[src/rtl/lsu.sv]
// lsu: load/store unit bridging one core request to a 64-bit, 8-byte-aligned valid/ready memory bus.
// Latency: 3 cycles accept-to-resp_valid with an immediate bus, +1 per bus stall cycle; 1 cycle for errors.
// Backpressure: req_ready only in IDLE (depth 1); bus request fields held stable until mem_req_ready.
module lsu (
    input  logic        clk,
    input  logic        rst,
    input  logic        req_valid,
    output logic        req_ready,
    input  logic        req_we,
    input  logic [2:0]  req_func3,
    input  logic [63:0] req_addr,
    input  logic [63:0] req_wdata,
    output logic        resp_valid,
    output logic        resp_err,
    output logic [63:0] resp_rdata,
    output logic        mem_req_valid,
    input  logic        mem_req_ready,
    output logic        mem_we,
    output logic [63:0] mem_addr,
    output logic [63:0] mem_wdata,
    output logic [7:0]  mem_wmask,
    input  logic        mem_rsp_valid,
    input  logic [63:0] mem_rdata
);

    typedef enum logic [1:0] {IDLE, REQ, WAIT, RESP} state_t;

    state_t      state_q, state_d;
    logic        we_q, we_d;
    logic [2:0]  func3_q, func3_d;
    logic [2:0]  off_q, off_d;
    logic        resp_valid_q, resp_valid_d;
    logic        resp_err_q, resp_err_d;
    logic [63:0] resp_rdata_q, resp_rdata_d;
    logic        mem_req_valid_q, mem_req_valid_d;
    logic        mem_we_q, mem_we_d;
    logic [63:0] mem_addr_q, mem_addr_d;
    logic [63:0] mem_wdata_q, mem_wdata_d;
    logic [7:0]  mem_wmask_q, mem_wmask_d;

    logic        req_err;
    logic [7:0]  size_mask;
    logic [63:0] rd_shifted;
    logic [63:0] rd_ext;

    // Request legality: natural alignment for the access size, plus width codes with no meaning
    always_comb begin
        req_err = 1'b0;
        case (req_func3[1:0])
            2'b00:   req_err = 1'b0;
            2'b01:   req_err = req_addr[0];
            2'b10:   req_err = |req_addr[1:0];
            default: req_err = |req_addr[2:0];
        endcase
        if (req_we && req_func3[2]) begin
            req_err = 1'b1;
        end
        if (!req_we && (req_func3 == 3'b111)) begin
            req_err = 1'b1;
        end
    end

    // Byte-lane mask for the store size before it is moved to its lane offset
    always_comb begin
        case (req_func3[1:0])
            2'b00:   size_mask = 8'h01;
            2'b01:   size_mask = 8'h03;
            2'b10:   size_mask = 8'h0F;
            default: size_mask = 8'hFF;
        endcase
    end

    // Align the returned doubleword to the access offset and extend per width/sign code
    always_comb begin
        rd_shifted = mem_rdata >> {off_q, 3'b000};
        case (func3_q)
            3'b000:  rd_ext = {{56{rd_shifted[7]}},  rd_shifted[7:0]};
            3'b001:  rd_ext = {{48{rd_shifted[15]}}, rd_shifted[15:0]};
            3'b010:  rd_ext = {{32{rd_shifted[31]}}, rd_shifted[31:0]};
            3'b100:  rd_ext = {56'd0, rd_shifted[7:0]};
            3'b101:  rd_ext = {48'd0, rd_shifted[15:0]};
            3'b110:  rd_ext = {32'd0, rd_shifted[31:0]};
            default: rd_ext = rd_shifted;
        endcase
    end

    // Next-state and registered-output computation; resp_valid is a one-cycle pulse into RESP
    always_comb begin
        state_d         = state_q;
        we_d            = we_q;
        func3_d         = func3_q;
        off_d           = off_q;
        resp_valid_d    = 1'b0;
        resp_err_d      = 1'b0;
        resp_rdata_d    = resp_rdata_q;
        mem_req_valid_d = mem_req_valid_q;
        mem_we_d        = mem_we_q;
        mem_addr_d      = mem_addr_q;
        mem_wdata_d     = mem_wdata_q;
        mem_wmask_d     = mem_wmask_q;
        case (state_q)
            IDLE: begin
                if (req_valid) begin
                    we_d    = req_we;
                    func3_d = req_func3;
                    off_d   = req_addr[2:0];
                    if (req_err) begin
                        // Faulting requests never touch the bus
                        state_d      = RESP;
                        resp_valid_d = 1'b1;
                        resp_err_d   = 1'b1;
                    end else begin
                        state_d         = REQ;
                        mem_req_valid_d = 1'b1;
                        mem_we_d        = req_we;
                        mem_addr_d      = {req_addr[63:3], 3'b000};
                        mem_wdata_d     = req_wdata << {req_addr[2:0], 3'b000};
                        mem_wmask_d     = req_we ? (size_mask << req_addr[2:0]) : 8'h00;
                    end
                end
            end
            REQ: begin
                if (mem_req_ready) begin
                    state_d         = WAIT;
                    mem_req_valid_d = 1'b0;
                end
            end
            WAIT: begin
                // The bus response is only meaningful here; elsewhere it is stale and ignored
                if (mem_rsp_valid) begin
                    state_d      = RESP;
                    resp_valid_d = 1'b1;
                    if (!we_q) begin
                        resp_rdata_d = rd_ext;
                    end
                end
            end
            RESP: begin
                state_d = IDLE;
            end
            default: begin
                state_d = IDLE;
            end
        endcase
    end

    // State and output registers; reset abandons any in-flight transaction
    always_ff @(posedge clk or posedge rst) begin
        if (rst) begin
            state_q         <= IDLE;
            we_q            <= 1'b0;
            func3_q         <= 3'd0;
            off_q           <= 3'd0;
            resp_valid_q    <= 1'b0;
            resp_err_q      <= 1'b0;
            resp_rdata_q    <= 64'd0;
            mem_req_valid_q <= 1'b0;
            mem_we_q        <= 1'b0;
            mem_addr_q      <= 64'd0;
            mem_wdata_q     <= 64'd0;
            mem_wmask_q     <= 8'd0;
        end else begin
            state_q         <= state_d;
            we_q            <= we_d;
            func3_q         <= func3_d;
            off_q           <= off_d;
            resp_valid_q    <= resp_valid_d;
            resp_err_q      <= resp_err_d;
            resp_rdata_q    <= resp_rdata_d;
            mem_req_valid_q <= mem_req_valid_d;
            mem_we_q        <= mem_we_d;
            mem_addr_q      <= mem_addr_d;
            mem_wdata_q     <= mem_wdata_d;
            mem_wmask_q     <= mem_wmask_d;
        end
    end

    assign req_ready     = (state_q == IDLE);
    assign resp_valid    = resp_valid_q;
    assign resp_err      = resp_err_q;
    assign resp_rdata    = resp_rdata_q;
    assign mem_req_valid = mem_req_valid_q;
    assign mem_we        = mem_we_q;
    assign mem_addr      = mem_addr_q;
    assign mem_wdata     = mem_wdata_q;
    assign mem_wmask     = mem_wmask_q;

endmodule

[config.mk]
export PLATFORM = sky130hd
export DESIGN_NAME = lsu
export DESIGN_NICKNAME = d
export VERILOG_FILES = /design/src/rtl/lsu.sv
export SDC_FILE = /design/constraint.sdc
export NUM_CORES = 1
export LEC_CHECK = 0
export ABC_AREA = 1
export CAP_MARGIN = 20
export CORE_UTILIZATION = 45
export DETAILED_ROUTE_END_ITERATION = 12
export PLACE_DENSITY_LB_ADDON = 0.2
export SLEW_MARGIN = 20
export SYNTH_ARGS = -nofsm -noshare
export SYNTH_HDL_FRONTEND = slang
export SYNTH_SLANG_ARGS = --single-unit
export TNS_END_PERCENT = 100
[constraint.sdc]
create_clock -name clk -period 11.5 [get_ports clk]
set_input_delay 1.725 -clock clk [delete_from_list [all_inputs] [get_ports clk]]
set_output_delay 1.725 -clock clk [all_outputs]
set_load 0.005 [all_outputs]
==> key figures <==
Synth
  • Sequential share of the synthesized area: 0.454
  • FF+latch count, synth: 210
  • Asr flop ratio synth: 1.00
  • Top area cells in the synthesized netlist: dfrtp_1 45%, nand2_1 21%, o21ai_0 8.7%
  • Syn Std Cell Area: approximately 12,000 µm²
  • Top_reg_cell synth: dfrtp_1
  • Most common cell in the netlist: nand2_1
  • Post-synth EDFFs: 0
  • Distinct cells, synth: 36
  • Simple-gate area share of the yosys netlist: 0.330
  • Synth Area in Adders: 0.00324
  • Syn. warnings: 0
  • Synth top cells by count: 651 x nand2_1, 210 x dfrtp_1, 200 x o21ai_0, 169 x nor2_1, 100 x nand3_1
  • Yosys top cell area share: 0.454
  • Area leader, netlist: dfrtp_1
  • Synth Area in Compound Gates: 0.143
  • Synth Area per Inst: roughly 7 µm²
  • Largest family of logic cells by synthesized area: simple AND/OR/NAND/NOR gates
  • XOR/XNOR Fraction of Synth Area: 0
  • Post-synthesis mux area share: 0
  • Syn Inst Count: between 1,500 and 2,000

Global route
  • Vias in the first global route: ~12,000
  • Tot GR Track Use: 0.304
  • First-pass GRT wire length: around 62 mm
  • Initial antenna violation count: 2
  • Gr ovfl total: 0
  • Largest net degree at the start of global routing: roughly 130

Placed design
  • DPL Wire Length: just under 30 mm
  • Number of port buffers: between 400 and 500
  • Final GP Congestion: 0.973

STA
  • Fmax: around 210 MHz
  • Fin crit share: 0.417
  • Hold Violations, Final: 0
  • Setup_tns: 0 ps
  • Unrepaired setup endpoints after global routing: false
  • Final min period: between 4000 and 5000 ps
  • Pins Over Slew Limit: 0
  • Fin Hold WS: around 480 ps
  • Clock Skews: approximately 12 ps
  • Slew margin rel.: 0.290
  • Worst slew pin tran: about 1100 ps
  • Setup violations, final: 0

Die
  • Core box area: approximately 25,000 µm²
  • Die Wd: between 150 and 200 µm
  • Initial Utilization: 0.459
  • Ports: 406
  • Die Ht: approximately 160 µm
  • Die Area: approximately 26,000 µm²
  • Site Rows: 58

Clock tree
  • Clock latency on the worst-skew pair: approximately 530 ps
  • H-tree depth: 1
  • Clock sinks: 210
  • Post-CTS setup buffers: 0
  • TritonCTS buffer count: 25
  • CTS Buffer Depth: 3
  • TritonCTS clock tree: yes
  • CTS root buf: clkbuf_16
  • Clock-pin slew on the worst setup and hold paths: 60 ps
  • Hold-fix buffers at CTS: 0
  • Resize count post-CTS: 0

Pwr
  • Peak supply drop: about 0.15 mV
  • LEAKAGE: 7.57 nW
  • P per Cell Area: 245 nW/µm²

Status
  • Outcome: complete, no violations

Worst setup path
  • Critical Path RT: about 12,000 ps
  • Worst reg2reg path depth: 9
  • CP max FO: 110
  • Crit Path Category: input port to flop
  • WP data arrival: roughly 5200 ps
  • Type of origin of the critical path: input port
  • Critical Path Sink Type: flop

Drt
  • Residual DRC: 0
  • Total wire length: slightly above 40 mm
  • Antenna viol nets, final: 0
  • DR vias/cell: roughly 5.3
  • Routed vias: between 10,000 and 15,000
  • Drt first pass iters: 6
  • Initial DRC count: roughly 1,400
  • WL/cell: between 15 and 20 µm

Finish
  • Ratio of cells with drive above 1 in the final layout: 0.0470
  • Ant diodes: 0
  • Synthesis-to-layout area growth: 41.6%
  • Final nets: 2,187
  • Fill count: 2,207

Min path
  • Hold WC Path Type: flop to flop
  • WHS Path Cells: 2

Flow run
  • Number of max-cap violations: 0
-- power by group --
| group | internal [mW] | total (mW) | switching [mW] |
|---|---|---|---|
| clock network | 0.484 | 0.812 | 0.328 |
| registers | 1.08 | 1.34 | 0.263 |
| logic | 0.933 | 1.87 | 0.933 |
| total | 2.49 | 4.02 | 1.52 |
-- worst max-delay path: stages --
cell	delay, ps
clkdlybuf4s50_1	450
buf_4	420
clkinv_4	440
nand2_4	220
nor2_2	50
nand2_1	80
nand2_1	90
nand3_4	430
buf_4	890
nor2_1	160
nand2_1	100
nand2_1	60
-- cell families (layout without fill, tap and decap cells) --
logic type,after synthesis,after routing
flip-flops,210,210
AND/OR/NAND/NOR,954,954
adder cells (fa/ha/maj),3,3
AO/OA/AOI/OAI,315,315
other,1,3
buffers and inverters,174,516
-- worst paths after layout --
kind,slack (ps),from,endpoint
max in group asynchronous,8150,rst,mem_wdata[44]
worst max register to register,7620,off_q[0],resp_rdata[46]
worst min-delay path,480,mem_addr[53],mem_addr[53]
worst min register to register,480,mem_addr[53],mem_addr[53]
min in group asynchronous,1730,rst,mem_addr[55]
worst max-delay path,6700,req_addr[1],mem_wdata[9]
-- registers in the layout (all words and copies together), names as in the netlist --
register and count:
mem_wmask 8, mem_addr 61, state_q 2, resp_rdata 64, func3_q 3, resp_err 1
off_q 3, mem_req_valid 1, mem_wdata 64, we_q 1, mem_we 1, resp_valid 1
-- cell type report --
cell class	instances	area (µm²)	share of cell area
flip-flops and latches	210	5260	0.321
well taps	330	413	0.0252
multi-input cells	1275	5530	0.338
clock inverters	14	176	0.0108
inverters	58	230	0.0141
repair buffers	413	4100	0.250
clock buffers	31	668	0.0408
-- stage by stage --
step	util	setup slack (ps)	power (mW)	cell area, µm²	cells
CTS	0.650	6750	4.03	16400	2331
floorplan	-	4040	2.20	11600	1659
global placement	0.617	6210	3.16	15500	2286
global route	0.650	6360	4.29	16400	2331
detailed placement	0.617	6190	3.20	15500	2286
finish	0.650	6700	4.02	16400	2331
-- routing by layer --
metal | track usage | vias to the layer above | part of all wire
li1 | - | 5955 | -
met1 | 0.382 | 5665 | 0.39
met2 | 0.518 | 592 | 0.49
met3 | 0.0456 | 111 | 0.080
met4 | 0.132 | 4 | 0.043
met5 | 0 | - | 0.00059
-- cells in the final DEF, fill, tap and decap left out, types with 11 or more instances in the layout --
cell and count:
nand3_1 99, nor2_1 169, a21oi_1 58, or2_2 21, clkdlybuf4s50_1 401, buf_4 11
o21ai_1 28, inv_1 50, o211ai_1 17, nand2_1 651, clkbuf_16 25, dfrtp_1 208
o21ai_0 200
Power figures use the tool's default switching activity.
==> patch (config.mk and constraints unchanged) <==
Register the output `resp_err` once more, cleared by the reset; this adds one clock of latency there. The other outputs are not delayed to match.
--- a/src/rtl/lsu.sv
+++ b/src/rtl/lsu.sv
@@ -177,7 +177,13 @@
 
     assign req_ready     = (state_q == IDLE);
     assign resp_valid    = resp_valid_q;
-    assign resp_err      = resp_err_q;
+    always_ff @(posedge clk or posedge rst) begin
+        if (rst) begin
+            resp_err <= '0;
+        end else begin
+            resp_err <= resp_err_q;
+        end
+    end
     assign resp_rdata    = resp_rdata_q;
     assign mem_req_valid = mem_req_valid_q;
     assign mem_we        = mem_we_q;
Check against the original RTL: not equivalent (a bounded check fails within 4 cycles, from zero or initial values and one cycle with rst high).
==> patch against the original RTL <==
  * Cell area hardly changed
  * Area after synthesis hardly changed
  * Sequential share of layout area is 0.16 points higher
  * Largest cell class unchanged
  * Worst setup slack worse by 0.049 ns
  * Count of clock-buffer cells in the layout is 2 higher
  * Power is 0.28% higher
  * Wire length is 0.82% higher
  * Core utilization hardly changed
  * Worst hold slack worse by 0.13 ns
  * Sequential cell count is 1 higher
  * Largest power group unchanged
  * Critical path depth is 1 higher
  * Synthesized cell count is 0.30% lower
  * Critical path type unchanged
==> patch: results <==
set metrics [dict create \
    status "completed" \
    cts_setup_buffers 0 \
    place.gp.congestion 0.965 \
    drv_slew 0 \
    first_global_vias 11700 \
    drive_gt1_share_pct 4.66 \
    p_leak_nw 7.57 \
    clkLatencyLatePin_ns 0.52 \
    synthXorXnorAreaFrac_pct 0 \
    ir_worst_vdd_uv 145 \
    grt_max_degree 131 \
    cts.repair.resized 0 \
    n_antenna_cell 0 \
    hpwlAfterDp_um 29500 \
    worst_pin_slew_ns 1.10 \
    worstPathArrival_ns 5.25 \
    hold_path.class "flip-flop to flip-flop" \
    worstPathMaxFanout 101 \
    yosys_warnings 0 \
    drtPass1Iterations 6 \
    grtUsageTotal_pct 30.6 \
    synth-seq-area-share_pct 45.7 \
    portBuffers 402 \
    synthTopCellsByCount "642 x nand2_1, 211 x dfrtp_1, 202 x o21ai_0" \
    synthDistinctLibCells 32 \
    h-tree-depth 1 \
    ys.flop_type "dfrtp_1" \
    final_nets 2180 \
    grt_pass1_wl_um 63000 \
    cts.clk_slew.worst_paths_ns 0.06 \
    cts_root_buf "clkbuf_16" \
    drt_iter0_drc 1368 \
    routedWlPerCell_um 17.7 \
    p_sw_share_pct 37.7 \
    synth-adder-area-share_pct 0.325 \
    cts_buffers 24 \
    via_per_inst 5.34 \
    synthTopCellsByArea "dfrtp_1 46%, nand2_1 21%, o21ai_0 8.7%" \
    pg_seq_mw 1.32 \
    synth_compound_area_share_pct 14.5 \
    antenna_found_initial 1 \
    synth_mux_area_share_pct 0 \
    skew_ns 0.0226 \
    async_flop_share_pct 100 \
    fillerInstances 2213 \
    p_clk_mw 0.815 \
    holdWs_ns 0.351 \
    rrSetupSlack_ns 8.38 \
    clockBufferDepth 3 \
    final_cell_area_um2 16400 \
]
-- patch: layer usage --
metal	part of all wire [%]	track usage [%]	up-vias	wire, µm
li1	-	-	5944	-
met2	49	52.1	588	20100
met5	0.046	0	-	19
met4	4.4	13.7	2	1800
met3	7.2	3.98	105	2950
met1	40	38.8	5761	16200
-- patch: cells by family after synthesis --
logic type / Yosys count
other: 1
AND/OR/NAND/NOR: 944
adder cells (fa/ha/maj): 3
buffers and inverters: 174
flip-flops: 211
AO/OA/AOI/OAI: 319
-- patch: layout make-up --
| class | instances | share of cell area (%) |
|---|---|---|
| tap | 330 | 2.52 |
| sequential | 211 | 32.3 |
| multi-input combinational | 1269 | 33.6 |
| timing repair buffer | 414 | 25.1 |
| clock buffer | 33 | 4.31 |
| inverter | 56 | 1.34 |
| clock inverter | 11 | 0.871 |
-- patch: path summary, 6_finish.rpt --
check	from	end	cells after the start
max in group asynchronous	rst	mem_addr[4]	3
min reg2reg	resp_err_q	resp_err	0
max reg2reg	state_q[0]	mem_wdata[12]	10
min in group asynchronous	rst	mem_addr[21]	2
min	resp_err_q	resp_err	0
max	req_addr[1]	mem_wdata[12]	13
-- patch: per-stage QoR --
stage / power, mW / setup slack, ns / cells
after global placement: 3.17 / 6.30 / 2280
after global routing: 4.29 / 6.37 / 2324
after CTS: 4.03 / 6.75 / 2324
after floorplan: 2.20 / 4.01 / 1654
final: 4.03 / 6.65 / 2324
after detailed placement: 3.20 / 6.22 / 2280
-- patch: worst max-delay path, stage by stage --
cell and delay (ns):
clkdlybuf4s50_1 0.49, buf_4 0.43, inv_4 0.32, nand2_2 0.21, nor2_2 0.06, nand2_1 0.09, nand2_2 0.07, nand3_4 0.08
buf_4 0.75, buf_4 0.63, nor2_1 0.14, nand2_1 0.10, nand2_1 0.06
